===== src/rtl/multicycle_controller_if.sv =====
`default_nettype none
// ============================================================================
// Module   : multicycle_controller_if
// Brief    : Decode-field inputs and datapath control outputs of the controller
// Revision : 1.0
// ============================================================================
interface multicycle_controller_if;
  logic [6:0] op;
  logic [2:0] funct3;
  logic       funct7b5;
  logic       Zero;
  logic       MemReady;
  logic       PCWrite;
  logic       AdrSrc;
  logic       MemWrite;
  logic       IRWrite;
  logic       RegWrite;
  logic [1:0] ResultSrc;
  logic [1:0] ALUSrcA;
  logic [1:0] ALUSrcB;
  logic [2:0] ALUControl;
  logic [1:0] ImmSrc;
  logic       Retire;
  logic       Illegal;
  logic [3:0] State;

  modport slave (
    input  op, funct3, funct7b5, Zero, MemReady,
    output PCWrite, AdrSrc, MemWrite, IRWrite, RegWrite, ResultSrc,
           ALUSrcA, ALUSrcB, ALUControl, ImmSrc, Retire, Illegal, State
  );

  modport master (
    output op, funct3, funct7b5, Zero, MemReady,
    input  PCWrite, AdrSrc, MemWrite, IRWrite, RegWrite, ResultSrc,
           ALUSrcA, ALUSrcB, ALUControl, ImmSrc, Retire, Illegal, State
  );
endinterface
`default_nettype wire


===== src/rtl/multicycle_controller.sv =====
`default_nettype none
// ============================================================================
// Module   : multicycle_controller
// Brief    : Moore FSM sequencing a shared-memory, shared-ALU RV32I datapath
// Revision : 1.0
// ============================================================================
module multicycle_controller (
  input  wire logic               clk,
  input  wire logic               reset,
  multicycle_controller_if.slave  bus
);

  localparam logic [3:0] S_FETCH    = 4'd0;
  localparam logic [3:0] S_DECODE   = 4'd1;
  localparam logic [3:0] S_MEMADR   = 4'd2;
  localparam logic [3:0] S_MEMREAD  = 4'd3;
  localparam logic [3:0] S_MEMWB    = 4'd4;
  localparam logic [3:0] S_MEMWRITE = 4'd5;
  localparam logic [3:0] S_EXECUTER = 4'd6;
  localparam logic [3:0] S_EXECUTEI = 4'd7;
  localparam logic [3:0] S_ALUWB    = 4'd8;
  localparam logic [3:0] S_BEQ      = 4'd9;
  localparam logic [3:0] S_JAL      = 4'd10;
  localparam logic [3:0] S_TRAP     = 4'd11;

  localparam logic [1:0] ALUOP_ADD   = 2'b00;
  localparam logic [1:0] ALUOP_SUB   = 2'b01;
  localparam logic [1:0] ALUOP_FUNCT = 2'b10;

  localparam logic [2:0] ALU_ADD = 3'b000;
  localparam logic [2:0] ALU_SUB = 3'b001;
  localparam logic [2:0] ALU_AND = 3'b010;
  localparam logic [2:0] ALU_OR  = 3'b011;
  localparam logic [2:0] ALU_SLT = 3'b101;

  logic [3:0] r_state;
  logic [3:0] w_next;
  logic       w_pc_update;
  logic       w_branch;
  logic       w_ir_write;
  logic       w_reg_write;
  logic       w_mem_write;
  logic       w_adr_src;
  logic [1:0] w_result_src;
  logic [1:0] w_src_a;
  logic [1:0] w_src_b;
  logic [1:0] w_alu_op;
  logic [2:0] w_alu_ctrl;
  logic [1:0] w_imm_src;
  logic       w_retire;
  logic       w_illegal;

  always_ff @(posedge clk or negedge reset) begin
    if (!reset) begin
      r_state <= S_FETCH;
    end else begin
      r_state <= w_next;
    end
  end

  always_comb begin
    w_next = S_FETCH;
    case (r_state)
      S_FETCH:    w_next = bus.MemReady ? S_DECODE : S_FETCH;
      S_DECODE: begin
        case (bus.op)
          7'b0000011,
          7'b0100011: w_next = S_MEMADR;
          7'b0110011: w_next = S_EXECUTER;
          7'b0010011: w_next = S_EXECUTEI;
          7'b1100011: w_next = S_BEQ;
          7'b1101111: w_next = S_JAL;
          default:    w_next = S_TRAP;
        endcase
      end
      S_MEMADR:   w_next = bus.op[5] ? S_MEMWRITE : S_MEMREAD;
      S_MEMREAD:  w_next = bus.MemReady ? S_MEMWB : S_MEMREAD;
      S_MEMWRITE: w_next = bus.MemReady ? S_FETCH : S_MEMWRITE;
      S_EXECUTER,
      S_EXECUTEI,
      S_JAL:      w_next = S_ALUWB;
      S_MEMWB,
      S_ALUWB,
      S_BEQ:      w_next = S_FETCH;
      S_TRAP:     w_next = S_TRAP;
      default:    w_next = S_FETCH;
    endcase
  end

  always_comb begin
    w_pc_update  = 1'b0;
    w_branch     = 1'b0;
    w_ir_write   = 1'b0;
    w_reg_write  = 1'b0;
    w_mem_write  = 1'b0;
    w_adr_src    = 1'b0;
    w_result_src = 2'b00;
    w_src_a      = 2'b00;
    w_src_b      = 2'b00;
    w_alu_op     = ALUOP_ADD;
    w_retire     = 1'b0;
    w_illegal    = 1'b0;
    case (r_state)
      S_FETCH: begin
        w_src_b      = 2'b10;
        w_result_src = 2'b10;
        w_ir_write   = bus.MemReady;
        w_pc_update  = bus.MemReady;
      end
      S_DECODE: begin
        w_src_a = 2'b01;
        w_src_b = 2'b01;
      end
      S_MEMADR: begin
        w_src_a = 2'b10;
        w_src_b = 2'b01;
      end
      S_MEMREAD: w_adr_src = 1'b1;
      S_MEMWB: begin
        w_result_src = 2'b01;
        w_reg_write  = 1'b1;
        w_retire     = 1'b1;
      end
      S_MEMWRITE: begin
        w_adr_src   = 1'b1;
        w_mem_write = 1'b1;
        w_retire    = bus.MemReady;
      end
      S_EXECUTER: begin
        w_src_a  = 2'b10;
        w_alu_op = ALUOP_FUNCT;
      end
      S_EXECUTEI: begin
        w_src_a  = 2'b10;
        w_src_b  = 2'b01;
        w_alu_op = ALUOP_FUNCT;
      end
      S_ALUWB: begin
        w_reg_write = 1'b1;
        w_retire    = 1'b1;
      end
      S_BEQ: begin
        w_src_a  = 2'b10;
        w_alu_op = ALUOP_SUB;
        w_branch = 1'b1;
        w_retire = 1'b1;
      end
      S_JAL: begin
        w_src_a     = 2'b01;
        w_src_b     = 2'b10;
        w_pc_update = 1'b1;
      end
      S_TRAP:  w_illegal = 1'b1;
      default: ;
    endcase
  end

  // Only R-type (op[5]=1) can request sub through funct7; addi never does.
  always_comb begin
    w_alu_ctrl = ALU_ADD;
    case (w_alu_op)
      ALUOP_SUB: w_alu_ctrl = ALU_SUB;
      ALUOP_FUNCT: begin
        case (bus.funct3)
          3'b000:  w_alu_ctrl = (bus.op[5] && bus.funct7b5) ? ALU_SUB : ALU_ADD;
          3'b010:  w_alu_ctrl = ALU_SLT;
          3'b110:  w_alu_ctrl = ALU_OR;
          3'b111:  w_alu_ctrl = ALU_AND;
          default: w_alu_ctrl = ALU_ADD;
        endcase
      end
      default: w_alu_ctrl = ALU_ADD;
    endcase
  end

  always_comb begin
    case (bus.op)
      7'b0100011: w_imm_src = 2'b01;
      7'b1100011: w_imm_src = 2'b10;
      7'b1101111: w_imm_src = 2'b11;
      default:    w_imm_src = 2'b00;
    endcase
  end

  // Gate strobes with the raw reset so nothing writes while it is held low.
  assign bus.PCWrite    = reset & (w_pc_update | (w_branch & bus.Zero));
  assign bus.IRWrite    = reset & w_ir_write;
  assign bus.RegWrite   = reset & w_reg_write;
  assign bus.MemWrite   = reset & w_mem_write;
  assign bus.Retire     = reset & w_retire;
  assign bus.AdrSrc     = w_adr_src;
  assign bus.ResultSrc  = w_result_src;
  assign bus.ALUSrcA    = w_src_a;
  assign bus.ALUSrcB    = w_src_b;
  assign bus.ALUControl = w_alu_ctrl;
  assign bus.ImmSrc     = w_imm_src;
  assign bus.Illegal    = w_illegal;
  assign bus.State      = r_state;

endmodule
`default_nettype wire

===== src/flat_wrapper.sv =====
// flat-port wrapper written by rule: the top's interface ports become plain ports
module multicycle_controller_flat 
  (clk, reset, bus_op, bus_funct3, bus_funct7b5, bus_Zero, bus_MemReady, bus_PCWrite, bus_AdrSrc, bus_MemWrite, bus_IRWrite, bus_RegWrite, bus_ResultSrc, bus_ALUSrcA, bus_ALUSrcB, bus_ALUControl, bus_ImmSrc, bus_Retire, bus_Illegal, bus_State);
  multicycle_controller_if bus_i ();
  input  wire logic clk;
  input  wire logic reset;
  input wire logic [$bits(bus_i.op)-1:0] bus_op;
  input wire logic [$bits(bus_i.funct3)-1:0] bus_funct3;
  input wire logic [$bits(bus_i.funct7b5)-1:0] bus_funct7b5;
  input wire logic [$bits(bus_i.Zero)-1:0] bus_Zero;
  input wire logic [$bits(bus_i.MemReady)-1:0] bus_MemReady;
  output wire logic [$bits(bus_i.PCWrite)-1:0] bus_PCWrite;
  output wire logic [$bits(bus_i.AdrSrc)-1:0] bus_AdrSrc;
  output wire logic [$bits(bus_i.MemWrite)-1:0] bus_MemWrite;
  output wire logic [$bits(bus_i.IRWrite)-1:0] bus_IRWrite;
  output wire logic [$bits(bus_i.RegWrite)-1:0] bus_RegWrite;
  output wire logic [$bits(bus_i.ResultSrc)-1:0] bus_ResultSrc;
  output wire logic [$bits(bus_i.ALUSrcA)-1:0] bus_ALUSrcA;
  output wire logic [$bits(bus_i.ALUSrcB)-1:0] bus_ALUSrcB;
  output wire logic [$bits(bus_i.ALUControl)-1:0] bus_ALUControl;
  output wire logic [$bits(bus_i.ImmSrc)-1:0] bus_ImmSrc;
  output wire logic [$bits(bus_i.Retire)-1:0] bus_Retire;
  output wire logic [$bits(bus_i.Illegal)-1:0] bus_Illegal;
  output wire logic [$bits(bus_i.State)-1:0] bus_State;
  assign bus_i.op = bus_op;
  assign bus_i.funct3 = bus_funct3;
  assign bus_i.funct7b5 = bus_funct7b5;
  assign bus_i.Zero = bus_Zero;
  assign bus_i.MemReady = bus_MemReady;
  assign bus_PCWrite = bus_i.PCWrite;
  assign bus_AdrSrc = bus_i.AdrSrc;
  assign bus_MemWrite = bus_i.MemWrite;
  assign bus_IRWrite = bus_i.IRWrite;
  assign bus_RegWrite = bus_i.RegWrite;
  assign bus_ResultSrc = bus_i.ResultSrc;
  assign bus_ALUSrcA = bus_i.ALUSrcA;
  assign bus_ALUSrcB = bus_i.ALUSrcB;
  assign bus_ALUControl = bus_i.ALUControl;
  assign bus_ImmSrc = bus_i.ImmSrc;
  assign bus_Retire = bus_i.Retire;
  assign bus_Illegal = bus_i.Illegal;
  assign bus_State = bus_i.State;
  multicycle_controller u_core (.clk(clk), .reset(reset), .bus(bus_i));
endmodule

===== config.mk =====
export PLATFORM = sky130hd
export DESIGN_NAME = multicycle_controller_flat
export DESIGN_NICKNAME = d
export VERILOG_FILES = /design/src/rtl/multicycle_controller_if.sv /design/src/rtl/multicycle_controller.sv /design/src/flat_wrapper.sv
export SDC_FILE = /design/constraint.sdc
export NUM_CORES = 1
export LEC_CHECK = 0
export CAP_MARGIN = 20
export CORE_AREA = 5 5 47 49
export DETAILED_ROUTE_END_ITERATION = 12
export DIE_AREA = 0 0 52 54
export PLACE_DENSITY = 0.76
export SLEW_MARGIN = 20
export SYNTH_ARGS = -nofsm -noshare
export SYNTH_HDL_FRONTEND = slang
export SYNTH_SLANG_ARGS = --single-unit

===== constraint.sdc =====
create_clock -name clk -period 2.6 [get_ports clk]
set_input_delay 0.65 -clock clk [delete_from_list [all_inputs] [get_ports clk]]
set_output_delay 0.65 -clock clk [all_outputs]
set_load 0.02 [all_outputs]

==> out/results.tsv <==
metric	value	unit
synthesis-to-finish area growth	90.2	%
first-iteration detailed-routing DRC count	6	
vias per cell	4.89	
Max-Cap Viols	0	
initial antenna violation count	0	
leak pwr	0.542	nW
internal power	0.566	mW
Avg Synthesized Cell Area	6.56	sq um
number of flip-flops in the largest register	4	
Worst Setup Path Type	in -> out	
# setup viols final	0	
Row Count	16	
top-level I/O count	37	
DP Cell Count	170	
sequential power share	11.1	%
async set-or-reset flop fraction in the synthesized netlist	100	%
Worst Tran Pin Value	425	ps
die area	2810	sq um
Hold-fix buffers, CTS	0	
Mapped Cells	92	
Hold Crit Class	reg -> reg	
relative slew slack	71.3	%
CP Data Required Time	1950	ps
Unique masters post-synth	31	
CP top delay family	buffers and inverters	
Num Clock Sinks	4	
global-route wire length before repair	3530	um
Post-Syn Nets	109	
Final nets	165	
largest net degree at the start of global routing	14	
DPL Wire Length	1820	um
final hold vios	0	
Worst R2R Setup Slack	1070	ps
Worst Path Arrival	1890	ps
Initial Utilization	33.1	%
Routed Wire Length	2100	um
Critical R2R Launch	u_core.bus.State[1]$_DFF_PN0_	
Final Core Density	63.0	%
Final Cycle Share	97.5	%
Worst Path Max Fanout	3	
commonest non-fill, non-tap cell in the layout	clkdlybuf4s50_1	
postcts setup bufs	0	
drt pass-1 iters	4	
minimum clock period	2540	ps
slowest stage cell, crit path	clkdlybuf4s50_1	
die height	54	um
status	finished, final reports clean	
vias in the first global route	845	
Setup WS pre-CTS	-293	ps
Clk pin slew, worst setup/hold paths	40	ps
clock skew	0.678	ps
drt drc	0	
crit path capture type	output pin	
Seq/Total Area, Yosys	16.6	%
P_sw	0.531	mW
fin cells	173	
# H-tree levels	1	
Worst R2R Path Depth	4	
Synth Register Bits	4	
clock root buffer	clkbuf_4	
CP Buf/Inv Count	2	
ANT cells	0	
global placer's final weighted congestion	0.834	
depth of the worst hold-timing path	3	
slowest stage delay, CP	540	ps
Fin Setup TNS	0	ps
Avg WL per Cell	12.1	um
top_reg_cell synth	dfrtp_1	
Total Routing Usage GR	16.3	%
Overflow after GRT	0	
via count of the routed design	846	
reg2reg end	u_core.bus.State[2]$_DFF_PN0_	
synthesized area	603	sq um
multi-input logic area	479	sq um
Antenna Nets Post-Route	0	
RSZ-0062 raised after global routing	false	
PwrDens	956	nW/um^2
Hold EP	u_core.bus.State[2]$_DFF_PN0_	
IO Port Bufs	36	
critical path startpoint category	primary input	
achievable frequency	394	MHz
peak supply drop	0.563	mV
die width	52	um
Yosys warnings	0	
CTS Buf Count	3	
CTS tree	built	
switch share	48.4	%
most frequent cells in the layout	clkdlybuf4s50_1 (23), buf_4 (20), nor2_1 (11)	
Combinational Power Share	82.3	%
worst-case clock buffer depth	2	
Final Max Tran Viols	0	
core area	1820	sq um
final worst slack	64.2	ps
clock power share	6.7	%
CP Cell Sequence	clkdlybuf4s50_1, and3_2, nor2_1, nor3_1, clkdlybuf4s15_1	
worst skew pair latency	230	ps
sequential cell area	100	sq um
Fill cells	179	
EDFF count, synth	0	
hold_ws	750	ps
layout cells sized above 1	21.9	%
Hold Path Origin	u_core.bus.State[3]$_DFF_PN0_	
## final cells by class
class                           instances  area share [%]
Timing Repair Buffer                   56            43.0
Multi-Input combinational cell         78            41.8
Sequential cell                         4            8.72
Tap cell                               27            2.94
Clock buffer                            3            1.96
Inverter                                5            1.64
## metrics by stage
stage / area (sq um) / total power [mW]
final: 1150 / 1.10
after detailed placement: 1140 / 1.05
after global placement: 1140 / 1.04
after global routing: 1150 / 1.19
after CTS: 1150 / 1.11
after floorplan: 616 / 0.626
## synth_stat cells (2+ instances only)
master / instances / share of area, %
a21oi_1: 6 / 5.0
a31oi_1: 3 / 3.1
and2_1: 2 / 2.1
and3_1: 5 / 5.2
clkbuf_1: 3 / 1.9
dfrtp_1: 4 / 17
ha_1: 2 / 4.1
inv_1: 5 / 3.1
nand2_1: 10 / 6.2
nand2b_1: 8 / 8.3
nand3_1: 2 / 1.7
nor2_1: 11 / 6.8
nor2b_1: 5 / 5.2
nor3_1: 4 / 3.3
nor3b_1: 2 / 2.5
nor4_1: 2 / 2.1
o21ai_0: 3 / 2.5
o21bai_1: 2 / 2.5
## layer usage
metal | track usage (%) | wire, um | up-vias | share of wire, %
met1 | 17.6 | 836 | 385 | 40
li1 | - | - | 438 | -
met4 | 3.93 | 0 | 0 | 0
met3 | 2.49 | 144 | 0 | 6.9
met2 | 32.4 | 1120 | 23 | 53
met5 | 0 | 0 | - | 0
## kinds of logic after synthesis
group	synth area share, %
AOI/OAI and AO/OA	21.2
xor gates and xnor gates	1.45
buffers and inverters	6.43
adders and majority gates	4.15
DFF	16.6
and+or+nand+nor	50.2
## worst reg2reg max path, stage by stage, from the launching register on
cell and delay [ps]:
dfrtp_1 390, nand2b_1 170, buf_4 150, or4_1 460, a31oi_1 250
## what timing repair did
action,in CTS,in global routing
endpoints found under the setup margin,11,7
hold endpoints to repair,0,0
gates resized for setup,13,11
## how the worst max path moves through the flow
stage                                    to  slack (ps)                     startpoint  cells past startpoint
after detailed placement      bus_ImmSrc[1]        -290                      bus_op[6]                      5
final                         bus_ImmSrc[0]          60                      bus_op[6]                      5
after CTS                     bus_ImmSrc[1]           4                      bus_op[6]                      5
after global placement        bus_ImmSrc[0]        -230                      bus_op[3]                      5
after global routing         bus_ALUSrcA[1]           9  u_core.bus.State[0]$_DFF_PN0_                      5
after floorplan           bus_ALUControl[2]         -30  u_core.bus.State[2]$_DFF_PN0_                      6
## power groups by stage
stage | clock network (mW) | registers (mW) | logic [mW]
6_report | 0.0731 | 0.121 | 0.903
5_1_grt | 0.0815 | 0.126 | 0.987
4_1_cts | 0.0763 | 0.121 | 0.911
3_5_place_dp | 0 | 0.122 | 0.926
3_3_place_gp | 0 | 0.121 | 0.915
2_1_floorplan | 0 | 0.154 | 0.472
Power figures use the tool's default switching activity.
